$ cat src/rtl/cmp_hazard_ctrl.sv
// ID-stage hazard scheduler: tracks in-flight E/M/W destinations with Tnew
// countdowns, then derives stall and ID operand forwarding selects.
module cmp_hazard_ctrl #(
  parameter int unsigned REG_W  = 5,
  parameter int unsigned TNEW_W = 2,
  parameter int unsigned CNT_W  = 32
) (
  input  logic              clk,
  input  logic              reset,
  input  logic [REG_W-1:0]  id_rs,
  input  logic [REG_W-1:0]  id_rt,
  input  logic              id_use_rs,
  input  logic              id_use_rt,
  input  logic [TNEW_W-1:0] id_tuse_rs,
  input  logic [TNEW_W-1:0] id_tuse_rt,
  input  logic              id_we,
  input  logic [REG_W-1:0]  id_wreg,
  input  logic [TNEW_W-1:0] id_tnew,
  output logic              stall,
  output logic [1:0]        fwd_sel_rs,
  output logic [1:0]        fwd_sel_rt,
  output logic [CNT_W-1:0]  stall_cnt
);

  localparam logic [1:0] FWD_GRF = 2'b00;
  localparam logic [1:0] FWD_M   = 2'b01;
  localparam logic [1:0] FWD_W   = 2'b10;
  localparam logic [1:0] FWD_E   = 2'b11;

  logic [REG_W-1:0]  e_reg_q, e_reg_d;
  logic [TNEW_W-1:0] e_tnew_q, e_tnew_d;
  logic [REG_W-1:0]  m_reg_q, m_reg_d;
  logic [TNEW_W-1:0] m_tnew_q, m_tnew_d;
  logic [REG_W-1:0]  w_reg_q, w_reg_d;
  logic [CNT_W-1:0]  stall_cnt_q, stall_cnt_d;

  logic [2:0] res_rs, res_rt;

  // Returns {stall, fwd_sel}; youngest matching stage wins (E > M > W).
  function automatic logic [2:0] resolve(
    input logic [REG_W-1:0]  src,
    input logic              use_src,
    input logic [TNEW_W-1:0] tuse,
    input logic [REG_W-1:0]  er,
    input logic [TNEW_W-1:0] et,
    input logic [REG_W-1:0]  mr,
    input logic [TNEW_W-1:0] mt,
    input logic [REG_W-1:0]  wr
  );
    logic       hit;
    logic [2:0] r;
    hit = use_src && (src != '0);
    r   = {1'b0, FWD_GRF};
    if (hit && (src == er)) begin
      if (et > tuse)       r = {1'b1, FWD_GRF};
      else if (et == '0)   r = {1'b0, FWD_E};
    end else if (hit && (src == mr)) begin
      if (mt > tuse)       r = {1'b1, FWD_GRF};
      else if (mt == '0)   r = {1'b0, FWD_M};
    end else if (hit && (src == wr)) begin
      r = {1'b0, FWD_W};
    end
    return r;
  endfunction

  always_comb begin
    res_rs = resolve(id_rs, id_use_rs, id_tuse_rs, e_reg_q, e_tnew_q, m_reg_q, m_tnew_q, w_reg_q);
    res_rt = resolve(id_rt, id_use_rt, id_tuse_rt, e_reg_q, e_tnew_q, m_reg_q, m_tnew_q, w_reg_q);
    stall      = 1'b0;
    fwd_sel_rs = FWD_GRF;
    fwd_sel_rt = FWD_GRF;
    if (!reset) begin
      stall      = res_rs[2] | res_rt[2];
      fwd_sel_rs = res_rs[1:0];
      fwd_sel_rt = res_rt[1:0];
    end
  end

  // Scoreboard advance; a stall injects an empty bubble into E.
  always_comb begin
    e_reg_d     = e_reg_q;
    e_tnew_d    = e_tnew_q;
    m_reg_d     = m_reg_q;
    m_tnew_d    = m_tnew_q;
    w_reg_d     = w_reg_q;
    stall_cnt_d = stall_cnt_q;
    if (reset) begin
      e_reg_d     = '0;
      e_tnew_d    = '0;
      m_reg_d     = '0;
      m_tnew_d    = '0;
      w_reg_d     = '0;
      stall_cnt_d = '0;
    end else begin
      if (stall) begin
        e_reg_d  = '0;
        e_tnew_d = '0;
      end else begin
        e_reg_d  = id_we ? id_wreg : '0;
        e_tnew_d = id_tnew;
      end
      m_reg_d  = e_reg_q;
      m_tnew_d = (e_tnew_q == '0) ? '0 : e_tnew_q - TNEW_W'(1);
      w_reg_d  = m_reg_q;
      if (stall && (stall_cnt_q != '1))
        stall_cnt_d = stall_cnt_q + CNT_W'(1);
    end
  end

  always_ff @(posedge clk) begin
    e_reg_q     <= e_reg_d;
    e_tnew_q    <= e_tnew_d;
    m_reg_q     <= m_reg_d;
    m_tnew_q    <= m_tnew_d;
    w_reg_q     <= w_reg_d;
    stall_cnt_q <= stall_cnt_d;
  end

  assign stall_cnt = stall_cnt_q;

endmodule

$ cat config.mk
export PLATFORM = sky130hd
export DESIGN_NAME = cmp_hazard_ctrl
export DESIGN_NICKNAME = d
export VERILOG_FILES = /design/src/rtl/cmp_hazard_ctrl.sv
export SDC_FILE = /design/constraint.sdc
export NUM_CORES = 1
export LEC_CHECK = 0
export CORE_MARGIN = 5
export CORE_UTILIZATION = 36
export CTS_CLUSTER_DIAMETER = 150
export DETAILED_ROUTE_END_ITERATION = 10
export SYNTH_ARGS = -nofsm -noshare
export SYNTH_HDL_FRONTEND = slang
export SYNTH_SLANG_ARGS = --single-unit
$ cat constraint.sdc
create_clock -name clk -period 4.1 [get_ports clk]
set_clock_uncertainty 0.2 [all_clocks]
set_input_delay 0.82 -clock clk [delete_from_list [all_inputs] [get_ports clk]]
set_output_delay 0.82 -clock clk [all_outputs]
set_load 0.01 [all_outputs]
== Word level (Yosys, flattened, before mapping) ==
Index checks and enable logic that the tools add are counted.

* Register bits after elaboration: 51
* Latch bits: 0
* RAM bits: 0
* ROM bits: 0
* Memories kept: 0

* Add/sub/neg operators: 2
* Multipliers: 0
* Divide/modulo/power cells: 0
* $lt $le $gt $ge: 4
* Equal/unequal tests: 7
* Shift-type cells: 0
* Multiplexer cells: 15
* Bitwise gates (word level): 2
* Reductions and logical operators: 16

{| class="wikitable"
|+ Operators by type and width
! operator !! number
|-
| $add 32x1->32 const B || 1
|-
| $ne 32x32->1 const B || 1
|-
| $eq 5x5->1 || 6
|-
| $mux 3 || 8
|-
| $mux 2 || 5
|-
| $reduce_bool 5->1 || 2
|-
| $logic_and 1x1->1 || 9
|-
| $gt 2x2->1 || 4
|-
| $logic_not 2->1 || 2
|-
| $reduce_or 2->1 || 2
|-
| $reduce_or 3->1 || 1
|-
| $mux 1 || 2
|-
| $sub 2x1->2 const B || 1
|-
| $not 1->1 || 1
|-
| $or 1x1->1 || 1
|}

== Logic depth before layout (Yosys ltp) ==
Gate-level depths: netlist of run 1.

* Depth after elaboration: 9
* Depth in mapped cells: 11

== Least setup slack after synthesis of run 1 ==
OpenSTA, ideal clock, no wires.

* Path type: in2out
* From: input port id_rs[1]
* To: output port stall
* Arrival time: 2.370 ns
* Slack: 0.710 ns
* Stages: 6
* Path through: or4_1 o21ai_2 a211oi_1 a22o_1 or3_4 nor2b_1

* Cells in the longest elaborated chain, start to end: 7

{| class="wikitable"
|+ RTL lines
! what !! line !! RTL
|-
| from (decl) || 10 || <nowiki>input logic [REG_W-1:0] id_rs,</nowiki>
|-
| $reduce_bool 5->1 || 52 || <nowiki>hit = use_src && (src != '0);</nowiki>
|-
| $logic_and 1x1->1 || 52 ||
|-
| $logic_and 1x1->1 || 57 || <nowiki>end else if (hit && (src == mr)) begin</nowiki>
|-
| $mux 3 || 57 ||
|-
| $mux 3 * || 54 || <nowiki>if (hit && (src == er)) begin</nowiki>
|-
| $or 1x1->1 * || 73 || <nowiki>stall = res_rs[2] | res_rt[2];</nowiki>
|-
| $mux 1 * || 72 || <nowiki>if (!reset) begin</nowiki>
|-
| to (decl) || 19 || <nowiki>output logic stall,</nowiki>
|}

Mark *: on every way between the ends. The rest lies on a longest branch, timed or not.

== Worst setup path after layout of run 1 ==
Same ends and word-level chain as after synthesis.

==> summary.txt, run 1 <==
Outcome
  • Outcome: finished, final reports clean

Synth
  • Most common library cells after synthesis: 51 x dfxtp_1, 28 x a21oi_1, 28 x o21ai_0
  • #FFs+latches synth: 51
  • Synth area leaders: dfxtp_1 37%, or3_1 5.8%, xor2_1 5.4%, a21oi_1 5.0%, o21ai_0 5.0%
  • Mapped Nets: 363
  • Area fraction of the dominant cell type after synthesis: 0.3671
  • Synth unique cells: 40
  • Post-synth top flop: dfxtp_1
  • Yosys synthesis warning count: 0
  • Mapped Avg Cell Area: 8.532 sq um
  • Mapped Cells: 326
  • Syn Std Cell Area: 0.002781 sq mm
  • Post-synth EDFFs: 0
  • Yosys top cell by area: dfxtp_1
  • Most common cell in the netlist: dfxtp_1
  • Post-synth ARST share: 0
  • Sequential area share after synthesis: 0.3671

Drt
  • DRT Pass-1 Iters: 4
  • Drt wl/cell: 13.10 um
  • DRT antenna net count: 0
  • 1st-iter DRT viols: 87
  • DR vias/cell: 5.039
  • WL final: 6680 um
  • DRC Markers: 0
  • Routed via count: 2,570

Global route
  • Pin count of the biggest net entering global routing: 41
  • Vias in the first global route: 2,328
  • GRT Total Usage: 0.1349
  • Overflow left after global routing: 0
  • Global-route wire length before repair: 10,780 um
  • Initial antenna violation count: 0

Timing
  • Unrepaired setup endpoints after global routing: true
  • Min cycle time layout: 4.027 ns
  • Pins Over Slew Limit: 0
  • Fmax achieved: 248.3 MHz
  • Setup-violating endpoint count in the final report: 0
  • Final worst path period share: 0.9821
  • Final Hold Viols: 0
  • Worst Max-Slew Pin Slew: 0.4187 ns
  • Relative slew slack: 0.7183

Setup path
  • Crit-path cells: clkdlybuf4s50_1 > or4_4 > o21ai_2 > a211oi_1 > a22o_1 > or3_4 > nor2b_1 > dlygate4sd2_1
  • Startpoint Class: primary input
  • Crit path max-delay family: simple AND/OR/NAND/NOR gates
  • Buf/Inv on CP: 2
  • Critical-path top delay cell: or4_4
  • Crit. End Element: output port
  • CP max FO: 2
  • Setup CP Type: in -> out
  • Crit path required time: 3.08 ns
  • WP data arrival: 3.01 ns
  • CP max stage delay: 0.55 ns

Floorplanning
  • Starting Density: 0.3656
  • Core footprint: 0.007607 sq mm
  • Die H: 97.90 um
  • I/O pins: 63
  • Rows: 32
  • Die area: 0.009584 sq mm
  • Chip Width: 97.90 um

Place
  • Post-Place Cells: 502
  • Gp weighted congestion: 0.8240
  • Hpwl dp: 5178 um
  • I/O Buffers: 62

CTS
  • CTS tree: built
  • Number of H-tree levels: 2
  • Clock root buffer: clkbuf_8
  • Clock Pin Slew Worst Setup and Hold Paths: 0.08 ns
  • CTS buffer count: 5
  • Sink Count: 51
  • Clock Path Buffers: 2
  • Post-CTS setup buffers: 0
  • Clock Latency Late Sink: 0.30 ns

Flow run
  • Maxcap violations: 0

Power and ir drop
  • PD cells: 242.8 mW/mm^2
  • Total Power: 913.9 uW
  • VDD IR-drop max: 123.6 uV
  • Leakage: 0.001406 uW

Finish
  • Core Util, Final: 0.4947
  • Layout overhead on the synthesized area: 35.31%
  • Share of cells above drive strength 1: 0.1127
  • Antenna diode count: 0
  • Fin cells: 510
  • Nets: 444

Worst hold path
  • Worst Hold Class: reg -> reg
[routing by layer]
metal  up-vias  GRT usage  wire length [um]
li1       1337          -                 -
met4         0    0.03621                53
met2        45     0.2366              3349
met5         -          0                 0
met3         4    0.02857               268
met1      1184     0.1672              3009
[report_power, final]
group          internal [uW]  leakage [uW]  total [uW]  switching [uW]
combinational           67.0      0.000952         121            54.1
clock                    120     0.0000412         285             165
sequential               502      0.000413         508            6.21
[through the flow]
step | hold WS (ns) | TNS (ns) | worst slack (ns) | cell area, sq um
6_report | 0.2222 | 0 | 0.07328 | 3764
5_1_grt | 0.2423 | -0.008531 | -0.008531 | 3764
4_1_cts | 0.2231 | 0 | 0.03145 | 3744
3_5_place_dp | 0.2100 | -0.1652 | -0.1643 | 3655
3_3_place_gp | 0.2076 | -0.1378 | -0.1378 | 3655
2_1_floorplan | 0.1975 | 0 | 0.7097 | 2781
[cell type report]
class,count,area (sq um)
well taps,102,127.6
clock buffers,6,72.57
flip-flops and latches,51,1021
repair buffers,88,829.5
fillers,762,3844
clock inverters,2,12.51
multi-input cells,254,1674
inverters,7,26.28
[cells by family after synthesis]
family	synth area share
and+or+nand+nor	0.2942
AOI/OAI and AO/OA	0.1399
DFF	0.3671
xor gates and xnor gates	0.09762
buffers and inverters	0.03733
adders and majority gates	0.04948
muxes	0.01440
[cell usage in the layout (no fill, tap or decap), types with 6 or more instances in the layout]
cell,count
nor2b_1,17
and2_1,6
or3_1,26
nand4_1,12
dfxtp_1,51
buf_4,25
o21ai_0,27
nand2_1,10
nor2_1,13
xor2_1,17
nand3_1,17
clkdlybuf4s50_1,57
a21oi_1,28
nor3_1,11
inv_1,7
and3_1,10
ha_1,11
xnor2_1,14
[flip-flops by register name (all words and copies together) (netlist names)]
name / cells
w_reg_q: 5
m_reg_q: 5
m_tnew_q: 2
stall_cnt: 32
e_tnew_q: 2
e_reg_q: 5
[what timing repair did]
item	in CTS	in global routing
hold buffers	0	0
gates resized for setup	2	7
endpoints found under the hold margin	0	0
setup endpoints to repair	2	5
[worst paths after layout]
kind | startpoint | slack (ns) | depth (start not counted) | end
worst max-delay path | id_rs[1] | 0.07 | 8 | stall
worst min-delay path | e_tnew_q[0] | 0.22 | 1 | m_tnew_q[0]
worst max register to register | stall_cnt[0] | 1.10 | 9 | stall_cnt[13]
worst min register to register | e_tnew_q[0] | 0.22 | 1 | m_tnew_q[0]
Note: power is estimated with default switching activity, not from simulation.
==> run 2: changes to the inputs <==
ABC_AREA = 1   (was unset)
CAP_MARGIN = 20   (was unset)
GPL_TIMING_DRIVEN = 0   (was unset)
==> summary.txt, run 2 <==
Outcome
  • Outcome: finished, final reports clean

Power and ir drop
  • VDD IR-drop max: 133.1 uV
  • Total Power: 963.2 uW
  • Leakage: 0.001869 uW
  • PD cells: 224.8 mW/mm^2

Flow run
  • Maxcap violations: 0

Timing
  • Worst Max-Slew Pin Slew: 0.6050 ns
  • Final Hold Viols: 0
  • Fmax achieved: 251.1 MHz
  • Setup-violating endpoint count in the final report: 0
  • Final worst path period share: 0.9714
  • Relative slew slack: 0.5967
  • Unrepaired setup endpoints after global routing: false
  • Pins Over Slew Limit: 0
  • Min cycle time layout: 3.983 ns
  • Setup TNS: 0 ns

Synth
  • Post-synth EDFFs: 0
  • Post-synth top flop: dfxtp_1
  • #FFs+latches synth: 51
  • Most common cell in the netlist: nand2_1
  • Yosys synthesis warning count: 0
  • Sequential area share after synthesis: 0.3007
  • Syn Std Cell Area: 0.003396 sq mm
  • Post-synth ARST share: 0
  • Synth area leaders: dfxtp_1 30%, nand2_1 15%, nor2_1 9.1%, inv_1 6.7%, nand3_1 5.6%
  • Yosys top cell by area: dfxtp_1
  • Mapped Avg Cell Area: 6.480 sq um
  • Most common library cells after synthesis: 137 x nand2_1, 82 x nor2_1, 61 x inv_1
  • Area fraction of the dominant cell type after synthesis: 0.3007
  • Mapped Nets: 561
  • Synth unique cells: 30
  • Mapped Cells: 524

Place
  • Post-Place Cells: 715
  • I/O Buffers: 62
  • Hpwl dp: 6961 um
  • Gp weighted congestion: 0.8675

Drt
  • WL final: 8924 um
  • DRC Markers: 0
  • Routed via count: 3,412
  • DR vias/cell: 4.719
  • DRT antenna net count: 0
  • Drt wl/cell: 12.34 um
  • DRT Pass-1 Iters: 4
  • 1st-iter DRT viols: 194

Floorplanning
  • Chip Width: 107.1 um
  • Starting Density: 0.3675
  • Core footprint: 0.009240 sq mm
  • Rows: 35
  • Die area: 0.01147 sq mm
  • Die H: 107.1 um
  • I/O pins: 63

Worst hold path
  • Worst Hold Class: reg -> reg

Finish
  • Antenna diode count: 0
  • Share of cells above drive strength 1: 0.1195
  • Most frequent cells in the layout: 137 x nand2_1, 82 x nor2_1, 62 x clkdlybuf4s50_1
  • Max reg flops: 32
  • Leading cell type in the layout, fill and taps excluded: nand2_1
  • Layout overhead on the synthesized area: 26.16%
  • Nets: 630
  • Core Util, Final: 0.4636
  • Fin cells: 723

CTS
  • CTS tree: built
  • Clock Pin Slew Worst Setup and Hold Paths: 0.09 ns
  • Sink Count: 51
  • Clock Path Buffers: 2
  • Post-CTS Hold Buffers: 0
  • Clock root buffer: clkbuf_8
  • Clock Latency Late Sink: 0.31 ns
  • Number of H-tree levels: 2
  • CTS buffer count: 5
  • Post-cts gate resize count: 1
  • Post-CTS setup buffers: 0

Setup path
  • Crit path max-delay family: buffers and inverters
  • Startpoint Class: primary input
  • Buf/Inv on CP: 3
  • Crit. End Element: output port
  • Crit-path cells: clkdlybuf4s50_1 > inv_1 > ha_1 > a21oi_1 > a21oi_1 > nand3_1 > nand2_1 > nand2_2 > a21oi_2 > clkdlybuf4s50_1
  • CP max stage delay: 0.57 ns
  • Setup CP Type: in -> out
  • Crit path required time: 3.08 ns
  • CP max FO: 4
  • Critical-path top delay cell: clkdlybuf4s50_1
  • WP data arrival: 2.96 ns

Global route
  • Vias in the first global route: 3,190
  • GRT Total Usage: 0.1565
  • Global-route wire length before repair: 14,890 um
  • Overflow left after global routing: 0
  • Pin count of the biggest net entering global routing: 17
  • Initial antenna violation count: 0
[run 2: changes by cell type after synthesis, sizes merged, moves of 10 or more]
| cell | previous run | this run |
|---|---|---|
| o21ai | 31 | 3 |
| nor2 | 13 | 93 |
| nor2b | 17 | 1 |
| and3 | 10 | 0 |
| nand2 | 10 | 144 |
| inv | 7 | 78 |
| or3 | 27 | 0 |
| nand3 | 17 | 50 |
[run 2: cells by family after synthesis]
family | synth area share
buffers and inverters | 0.1139
AO/OA/AOI/OAI | 0.04458
adder cells (fa/ha/maj) | 0.04053
flip-flops | 0.3007
AND/OR/NAND/NOR | 0.4488
XOR/XNOR | 0.05158
[run 2: metal layers]
metal / GRT usage / routed length, um
met4: 0.03379 / 75
met2: 0.2650 / 4100
met1: 0.2050 / 4267
met5: 0 / 0
met3: 0.03191 / 481
[run 2: final timing paths]
path | end | cells after the start | startpoint | slack, ns
min reg2reg | m_tnew_q[0] | 1 | e_tnew_q[0] | 0.22
min | m_tnew_q[0] | 1 | e_tnew_q[0] | 0.22
max | stall | 10 | id_tuse_rs[1] | 0.12
max reg2reg | stall_cnt[11] | 12 | stall_cnt[0] | 1.91
[run 2: per-stage QoR]
stage                     setup WS (ns)  instance area [sq um]  hold slack [ns]
after detailed placement      0.0008613                   4178           0.2047
final                            0.1174                   4284           0.2190
after global placement         0.003686                   4178           0.2073
after global routing            0.01159                   4284           0.2515
after CTS                       0.08174                   4280           0.2176
after floorplan                   1.198                   3396           0.1975
[run 2: power breakdown]
group	leakage (uW)	internal (uW)	switching, uW	total, uW
sequential	0.000413	502	6.62	509
clock	0.0000474	138	176	315
combinational	0.00141	62.2	77.3	140
[run 2: area by class of cell]
| class | count | area [sq um] |
|---|---|---|
| fill | 993 | 4956 |
| inverter | 79 | 296.5 |
| timing repair buffer | 62 | 620.6 |
| sequential | 51 | 1021 |
| buffer | 11 | 90.09 |
| clock buffer | 6 | 82.58 |
| multi-input combinational | 383 | 1996 |
| tap | 129 | 161.4 |
| clock inverter | 2 | 16.27 |
[run 2: worst reg2reg max path, cell delays in order (launching register included)]
cell	delay [ns]
dfxtp_1	0.42
ha_1	0.21
nand3_1	0.12
inv_1	0.11
nand3_1	0.12
nor2_4	0.16
inv_2	0.07
nor2_4	0.15
nand2_2	0.13
nand2_1	0.15
nor2_1	0.08
a21oi_1	0.14
nor2_1	0.06
